--- config.mk ---
export PLATFORM = sky130hd
export DESIGN_NAME = adder_sweep_ctrl
export DESIGN_NICKNAME = d
export VERILOG_FILES = /design/src/rtl/adder_sweep_ctrl.sv
export SDC_FILE = /design/constraint.sdc
export NUM_CORES = 1
export LEC_CHECK = 0
export ABC_AREA = 1
export CAP_MARGIN = 20
export CORE_ASPECT_RATIO = 0.75
export CORE_MARGIN = 3
export CORE_UTILIZATION = 50
export CTS_CLUSTER_DIAMETER = 60
export CTS_CLUSTER_SIZE = 12
export DETAILED_ROUTE_END_ITERATION = 10
export PLACE_DENSITY_LB_ADDON = 0.08
export RECOVER_POWER = 25
export SLEW_MARGIN = 10
export SYNTH_ARGS = -nofsm -noshare
export SYNTH_HDL_FRONTEND = slang
export SYNTH_SLANG_ARGS = --single-unit
--- constraint.sdc ---
create_clock -name i_clk -period 2.8 [get_ports i_clk]
set_clock_uncertainty 0.2 [all_clocks]
set_input_delay 0.42 -clock i_clk [delete_from_list [all_inputs] [get_ports i_clk]]
set_output_delay 0.42 -clock i_clk [all_outputs]
set_load 0.05 [all_outputs]
--- src/rtl/adder_sweep_ctrl.sv ---
// adder_sweep_ctrl
//   Sequencer for the N-bit adder / 7-segment datapath. Walks every operand
//   pair (a outer, b inner) through the adder. Each pair is held for DWELL
//   cycles so the HEX display can be read. On the last cycle of each dwell the
//   adder's returned sum is checked against a + b, and mismatches are counted.
//
// Ports
//   i_clk      system clock
//   i_rst_n    asynchronous active-low reset
//   i_start    start/restart pulse, honoured only in IDLE or DONE
//   i_pause    level; freezes operands and dwell counter while high
//   i_sum      N+1-bit sum returned by the adder (combinational from o_a/o_b)
//   o_a, o_b   operands driven to the adder
//   o_step     one-cycle pulse whenever a new pair is applied
//   o_busy     high while sweeping (SHOW)
//   o_done     high once the sweep has finished (DONE)
//   o_err      sticky mismatch flag
//   o_err_cnt  saturating mismatch count
module adder_sweep_ctrl #(
  parameter int unsigned N     = 3,
  parameter int unsigned DWELL = 25_000_000,
  parameter int unsigned ERRW  = 8
) (
  input  logic            i_clk,
  input  logic            i_rst_n,
  input  logic            i_start,
  input  logic            i_pause,
  input  logic [N:0]      i_sum,
  output logic [N-1:0]    o_a,
  output logic [N-1:0]    o_b,
  output logic            o_step,
  output logic            o_busy,
  output logic            o_done,
  output logic            o_err,
  output logic [ERRW-1:0] o_err_cnt
);

  localparam int unsigned   CW   = (DWELL > 1) ? $clog2(DWELL) : 1;
  localparam logic [CW-1:0] LAST = CW'(DWELL - 1);

  typedef enum logic [1:0] {
    IDLE,
    SHOW,
    DONE
  } state_t;

  state_t          r_state;
  logic [CW-1:0]   r_cnt;
  logic [N-1:0]    r_a;
  logic [N-1:0]    r_b;
  logic            r_step;
  logic            r_busy;
  logic            r_done;
  logic            r_err;
  logic [ERRW-1:0] r_err_cnt;

  logic [N:0]      w_expect;
  logic            w_mismatch;
  logic            w_at_last;
  logic            w_a_max;
  logic            w_b_max;

  // Expected sum is computed one bit wider than the operands so the carry
  // out of the top bit is part of the check.
  always_comb begin
    w_expect   = {1'b0, r_a} + {1'b0, r_b};
    w_mismatch = (i_sum != w_expect);
    w_at_last  = (r_cnt == LAST);
    w_a_max    = (r_a == '1);
    w_b_max    = (r_b == '1);
  end

  always_ff @(posedge i_clk or negedge i_rst_n) begin
    if (!i_rst_n) begin
      r_state   <= IDLE;
      r_cnt     <= '0;
      r_a       <= '0;
      r_b       <= '0;
      r_step    <= 1'b0;
      r_busy    <= 1'b0;
      r_done    <= 1'b0;
      r_err     <= 1'b0;
      r_err_cnt <= '0;
    end else begin
      r_step <= 1'b0;
      case (r_state)
        IDLE, DONE: begin
          // Restart from DONE behaves exactly like a first start from IDLE.
          if (i_start) begin
            r_state   <= SHOW;
            r_cnt     <= '0;
            r_a       <= '0;
            r_b       <= '0;
            r_step    <= 1'b1;
            r_busy    <= 1'b1;
            r_done    <= 1'b0;
            r_err     <= 1'b0;
            r_err_cnt <= '0;
          end
        end
        SHOW: begin
          // Pause freezes everything, including a pending compare on the
          // last dwell cycle; it runs once the pause is released.
          if (!i_pause) begin
            if (w_at_last) begin
              if (w_mismatch) begin
                r_err <= 1'b1;
                if (r_err_cnt != '1) begin
                  r_err_cnt <= r_err_cnt + ERRW'(1);
                end
              end
              r_cnt <= '0;
              if (!w_b_max) begin
                r_b    <= r_b + N'(1);
                r_step <= 1'b1;
              end else if (!w_a_max) begin
                r_a    <= r_a + N'(1);
                r_b    <= '0;
                r_step <= 1'b1;
              end else begin
                // Operands keep their final values while in DONE.
                r_state <= DONE;
                r_busy  <= 1'b0;
                r_done  <= 1'b1;
              end
            end else begin
              r_cnt <= r_cnt + CW'(1);
            end
          end
        end
        default: begin
          r_state <= IDLE;
        end
      endcase
    end
  end

  assign o_a       = r_a;
  assign o_b       = r_b;
  assign o_step    = r_step;
  assign o_busy    = r_busy;
  assign o_done    = r_done;
  assign o_err     = r_err;
  assign o_err_cnt = r_err_cnt;

endmodule

Yosys cells after proc, flatten, opt, wreduce, memory -nomap -nowiden:

Cells that the tools add are included.

* output and inout bits: 18
* bits of input ports: 8
* register bits: 45
* logic and storage cells: 89

* equality and inequality tests: 16
* mux-type cells: 49
* $add $sub $neg: 5
* reductions and logical operators: 10

Operator list (count)
* 2-to-1 mux 25 bit: 3
* case mux 25 bit (2 select lines): 1
* 2-to-1 mux 8 bit: 5
* 2-to-1 mux 3 bit: 9
* adder 25 x 1 -> 25 bit (second input constant): 1
* equality test 25 bit (second input constant): 1
* 2-to-1 mux 1 bit: 18
* AND reduction 6 bit: 3
* inequality test 2 bit (second input constant): 8
* case mux 8 bit (2 select lines): 1
* AND reduction 5 bit: 3
* case mux 3 bit (2 select lines): 2
* 2-to-1 mux 2 bit: 5
* adder 8 x 1 -> 8 bit (second input constant): 1
* inequality test 8 bit (second input constant): 1
* case mux 1 bit (2 select lines): 4
* adder 3 x 1 -> 3 bit (second input constant): 2
* equality test 3 bit (second input constant): 2
* adder 3 x 3 -> 4 bit: 1
* inequality test 4 bit: 1
* case mux 2 bit (2 select lines): 1
* inequality test 3 bit (second input constant): 1
* AND reduction 3 bit: 1
* equality test 2 x 1 -> 1 bit (second input constant): 1
* 4 further kinds: 4

Longest topological paths before layout:

* depth in word-level cells: 6
* gate-level depth with buffers: 14
* depth with buffers taken out: 14

Worst setup path after synthesis:

No wires, ideal clock.

* path kind: register to register
* start point: register r_b[0] (netlist: o_b[0])
* end point: register r_err_cnt[5] (netlist: o_err_cnt[5])
* slack: 0.360 ns
* cell stages (with the launch flop): 14
* arrival: 2.173 ns
* setup time: 0.066 ns
* data required time: 2.534 ns
* path buffers: 0
* period minus slack after synthesis: 2.440 ns
* path through: dfrtp_1 -> ha_1 -> inv_1 -> fa_1 -> inv_1 -> nand2_1 -> nand2_1 -> nand3_1 -> nor2_1 -> nand2_1 -> nand2_1 -> nor2_2 -> nand3_1 -> nand2_1

* longest elaborated chain between the ends: 4

RTL lines
* start, declared: line 50 `logic [N-1:0] r_b;`
* start signal, assigned: line 114 `r_b <= r_b + N'(1);`
* adder 3 x 3 -> 4 bit: line 66 `w_expect = {1'b0, r_a} + {1'b0, r_b};`
* inequality test 4 bit: line 67 `w_mismatch = (i_sum != w_expect);`
* inequality test 2 bit (no source line)
* AND reduction 6 bit (no source line)
* end signal, assigned: line 109 `r_err_cnt <= r_err_cnt + ERRW'(1);`
* end, declared: line 55 `logic [ERRW-1:0] r_err_cnt;`

Every way passes these cells.
A chain may end at the register's enable or synchronous reset.

Worst setup path after layout:

* start point: register r_b[0] (netlist: o_b[0])
* end point: register r_err_cnt[3] (netlist: o_err_cnt[3])

The elaborated chain is that of the path after synthesis.

==> results.md <==
- Number of antenna violations at the first check in global routing: 0
- Max-slew violation count: 0
- Top sig layer: met4
- Largest net degree at the start of global routing: 27
- WHS Path Cells: 2
- Core area: approximately 5400 µm²
- Max-cap violations: 0
- Share of cells above drive strength 1: ~6.5%
- Commonest non-fill, non-tap cells in the layout: nand2_1 (110), nor2_1 (57), inv_1 (49)
- Drt pass-1 iters: 4
- CTS tree: done
- Synth area leaders: dfrtp_1 (39%), nand2_1 (14%), nor2_1 (7.5%), nand3_1 (6.8%), inv_1 (6.4%)
- Synth Net Count: 418
- P_sw: ~710 µW
- Die Span Y: 71.56 µm
- Slew Limit Headroom: 3.926%
- RSZ-0062 raised after global routing: false
- Pre-CTS setup slack: 390.3 ps
- Reg2reg start: o_b[0]
- Placed cells: 497
- Hold_ws: roughly 280 ps
- Max clock buf depth: 2
- Pleak: 1.619 nW
- Yosys Warn Count: 0
- Final setup viols: 0
- CP max FO: 8
- Synthesis-to-layout area growth: 14.63%
- Synth area leader: dfrtp_1
- Via-per-instance ratio: slightly above 5
- Reg clk slew, reported paths: ~80 ps
- PwrDens: 576.5 nW/µm²
- CP Data Required Time: 2850 ps
- ANT nets after route: 0
- TNS Setup: 0 ps
- Crit path launch type: flop
- Post-CTS Hold Buffers: 1
- Die X: 93.41 µm
- Critical Path End Type: flop
- DR iter-0 viols: around 210
- CTS Buf Count: 5
- Synth top area share: between 30% and 40%
- Non-filler instance count after layout: around 510
- Die Area: 6684 µm²
- Final Hold Viols: 0
- TritonCTS Sinks: 45
- Design area: 3284 µm²
- R2R depth: 13
- Comb power frac: 28.4%
- Postcts setup bufs: 0
- Peak VDD IR: 0.4004 mV
- Outcome: finished clean
- GRT Overall Usage: 21.50%
- Slew @ Worst Pin: 1441 ps
- H-tree Lvls: 2
- Port-buffer cells: 25
- Cell Area, Placed: roughly 3200 µm²
- F_max: 0.4166 GHz
- Commonest non-fill, non-tap cell in the layout: nand2_1
- Worst-skew pair later-pin latency: 310 ps
- Min-Delay Path Class: reg2reg
- HPWL after DPL: between 4000 and 5000 µm
- WL met3: 365 µm
- Gr ovfl total: 0
- Initial core utilization: 52.68%
- Internal power: 1.188 mW
- Clk root buf: clkbuf_8
- GPL Wtd Cong: 0.8669
- Resized cells post-CTS: 0
- Synth cell types: 31
- # DRC: 0
- Power share of the clock group: a little under a quarter
- I/O Pins: 26
- Wire length per cell: 12.75 µm
- CP startpoint: o_b[0]
- Syn avg cell area: 7.163 µm²
- Routed wire length: about 6500 µm
- # rows: 23
- Sequential fraction of the synthesis area: 39.30%
- Met2 Routed Length: 2704 µm
- Worst path arrival time: 2450 ps
- Setup ws final: 399.8 ps
- M1 WL: 3307 µm
- Min-delay src: o_done
- First-pass GRT wire length: 11410 µm
- Synth Cell Area: 2865 µm²
- Sw Ratio: 37.25%
- Via count of the first global-routing pass: 2364
- Cells after synthesis: 400
- Tmin final: ~2400 ps
- #FFs+latches synth: between 40 and 50
- Nets@finish: 448
- Antenna diodes: 0
- Total number of vias: 2581
- Register share of total power: 47.7%
- WS Path Type: reg2reg
- Crit share post-route: 85.72%
[worst paths after layout]
path | end | slack, ps
min reg2reg | o_done | 280
min | o_done | 280
max | o_err_cnt[3] | 400
min in group asynchronous | o_b[1] | 710
max in group asynchronous | o_err_cnt[7] | 660
max reg2reg | o_err_cnt[3] | 400
[synth_stat cells (all sizes together)]
library cell	count
nor3b	1
o21a	1
or2	1
nor2	63
o31ai	1
xor2	8
ha	9
xnor2	4
o21ai	16
inv	50
a31oi	2
a21oi	9
nand4	17
clkinv	1
buf	7
dfrtp	45
nand3	39
nor3	10
nand2	115
fa	1
[cells by family (layout without fill, tap and decap cells)]
group / count (synthesis) / in the layout / synth area share, %
XOR/XNOR: 12 / 12 / 3.668
AO/OA/AOI/OAI: 29 / 29 / 5.852
flip-flops: 45 / 45 / 39.30
AND/OR/NAND/NOR: 246 / 246 / 37.99
buffers and inverters: 58 / 89 / 8.558
adder cells (fa/ha/maj): 10 / 10 / 4.629
[layer usage]
layer | GRT usage, % | up-vias
met5 | 0 | -
met4 | 6.179 | 0
met3 | 3.987 | 7
met2 | 30.98 | 71
met1 | 32.89 | 1169
li1 | - | 1334
[sequential cells by signal, indices dropped and copies added (netlist names)]
name	count
r_cnt	25
o_err_cnt	8
o_a	3
o_b	3
r_state	2
o_busy	1
o_done	1
o_err	1
o_step	1
[through the flow]
stage | utilization [%] | power [mW]
6_report | 60.39 | 1.894
5_1_grt | 60.39 | 2.028
4_1_cts | 60.55 | 1.910
3_5_place_dp | 58.50 | 1.456
3_3_place_gp | 58.50 | 1.438
2_1_floorplan | - | 1.280
[worst max-delay path, stage by stage, from the launching register on]
cell	delay [ps]
dfrtp_1	430
ha_1	200
inv_1	60
fa_1	500
inv_1	40
nand2_1	50
nand2_1	50
nand3_1	70
nor2_1	40
nand2_1	120
nand2_1	80
nor2_2	290
nand3_1	120
nand2_1	80
[power by group through the flow]
stage               sequential [mW]  combinational [mW]  clock [mW]
global placement              0.909               0.529           0
global route                  0.931               0.608       0.488
floorplan                     0.989               0.292           0
detailed placement            0.913               0.543           0
CTS                           0.901               0.545       0.463
finish                        0.904               0.538       0.452
[area by class of cell]
class,count,area [µm²]
Timing Repair Buffer,30,276.5
Fill cell,512,2155
Clock inverter,1,5.005
Inverter,51,192.7
Clock buffer,7,96.34
Sequential cell,45,1126
Tap cell,75,93.84
Multi-Input combinational cell,297,1494
No activity file was read; power rests on OpenSTA's default activity.
==> RTL change: new RTL, same flow settings <==
Change the parameter `DWELL` from 25_000_000 to 12_500_000.
--- a/src/rtl/adder_sweep_ctrl.sv
+++ b/src/rtl/adder_sweep_ctrl.sv
@@ -18,7 +18,7 @@
 //   o_err_cnt  saturating mismatch count
 module adder_sweep_ctrl #(
   parameter int unsigned N     = 3,
-  parameter int unsigned DWELL = 25_000_000,
+  parameter int unsigned DWELL = 12_500_000,
   parameter int unsigned ERRW  = 8
 ) (
   input  logic            i_clk,
Behaviour: same outputs for any inputs over 10 cycles, from zero or initial values and one cycle with i_rst_n low; that may be too few to reach the edited logic, so the function may still have changed.
==> RTL change against the unedited design <==
- the run now ends with capacitance limit, slew limit left
- non-clock buffer count fell by 1
- synthesized area fell by 5.5%
- setup slack barely moved
- synthesized cell count fell by 6.0%
- sequential cell count fell by 1
- routed wire length fell by 6.8%
- cell count fell by 4.7%
- design area fell by 4.2%
- critical path depth fell by 2
- hold slack got worse by 0.51 ps
- global-route usage fell by 0.84 points
- critical endpoint is now o_err_cnt[0]
Power is not compared: it rests on default switching activity, and its combinational part moved more than twofold at a synthesized area within 25%.
==> RTL change: results (changes against the unedited design) <==
metric,value,unit,change
pre-CTS setup slack,428,ps,+37.9 ps
"Max FO, Critical Path",9,,+1
VDD IR max,0.307,mV,
crit path from,o_a[0],,
Mapped Nets,394,,-5.7%
worst hold margin,282,ps,-0.505 ps
failing checks,"capacitance limit, slew limit",,
routability congestion estimate from global placement,0.947,,+9.3%
FF-to-FF path depth,11,,-2
"FFs w/ async S/R, synth",100,%,unchanged
vias in the first global route,2329,,-1.5%
Fill cells,479,,-6.4%
PostCTS Resize Cnt,0,,unchanged
antenna violations before repair,0,,unchanged
largest net degree at the start of global routing,31,,+15%
MaxCap Viol Count,1,,+1
DRT Pass-1 Iters,5,,+1
post-DP HPWL,4.48,mm,-7.2%
total global-route track usage,20.7,%,-0.84 points
outcome,finished with violations,,
average vias per placed instance,5.10,,-0.10%
R2R Setup Slk,400,ps,about the same
I/O Buffers,25,,unchanged
yosys warns,0,,unchanged
count of cell types in the netlist,28,,-9.7%
Critical Path AT,2390,ps,-60 ps
leakage power,1.59,nW,
Slew HR,-14.0,%,-18 points
Post-synth top cells,"108 x nand2_1, 54 x nor2_1, 44 x dfrtp_1",,
ratio of cells with drive above 1 in the final layout,9.27,%,+2.8 points
Post-CTS Repair Setup Buffers,0,,unchanged
wire per inst,12.5,um,-2.1%
Critical path destination,o_err_cnt[0],,
DR iter-0 viols,164,,-23%
hold path startpoint,o_busy,,
hold_buf cts,1,,unchanged
Worst Hold Path EP,o_busy,,
most area-consuming cells after synthesis,"dfrtp_1 41%, nand2_1 15%, nor2_1 7.5%",,
slowest cell on the critical path,dfrtp_1,,
TritonCTS buffer count,5,,unchanged
max reg flops,24,,-4.0%
nets@finish,427,,-4.7%
Max Slew Vio Count,31,,+31
Crit path largest cell delay,420,ps,-80 ps
register area share after synthesis,40.7,%,+1.4 points
Clock Latency Late Sink,300,ps,
global-route wire length before repair,10.7,mm,-6.0%
highest clock rate,0.417,GHz,about the same
clock root cell,clkbuf_8,,
clk slew on worst S/H paths,90,ps,
TNS Setup,0,ps,unchanged
==> RTL change: where the power goes <==
group / internal [mW] / leakage (nW) / switching (mW)
Sequential: 0.696 / 0.578 / 0.0676
Clock: 0.197 / 0.0510 / 0.218
Combinational: 0.0936 / 0.961 / 0.149
Total: 0.986 / 1.59 / 0.435
==> RTL change: stage by stage <==
step,instance area [um^2],instances,util [%]
finish,3150,482,62.1
global route,3150,482,62.1
CTS,3150,482,62.1
floorplan,2710,376,-
global placement,3040,473,60.1
detailed placement,3040,473,60.1
==> RTL change: area by class of cell <==
cell class	count	area, um^2	share of cell area, %
Clock buffer	6	82.6	2.63
Multi-Input combinational cell	285	1420	45.1
Tap cell	72	90.1	2.86
Clock inverter	2	10.0	0.318
Sequential cell	44	1100	35.0
Inverter	44	165	5.25
Timing Repair Buffer	29	277	8.79
==> RTL change: worst max-delay path: cells and delay by family, from the launching register on <==
| kind | cells | cell delay (ps) |
|---|---|---|
| simple gates | 7 | 820 |
| fa+ha+maj | 2 | 650 |
| flops | 1 | 420 |
| xor+xnor | 1 | 140 |
| buf+inv | 1 | 70 |
==> RTL change: cell families after synthesis <==
family,synth area share [%]
and+or+nand+nor,39.2
buffers and inverters,6.89
DFF,40.7
AOI/OAI and AO/OA,6.42
adders and majority gates,4.90
xor gates and xnor gates,1.94
==> RTL change: per-layer routing <==
metal	track usage, %	vias to the layer above	routed length, um
li1	-	1269	-
met1	30.3	1098	3060
met2	30.1	80	2510
met3	5.42	9	388
met4	5.35	0	49
met5	0	-	0
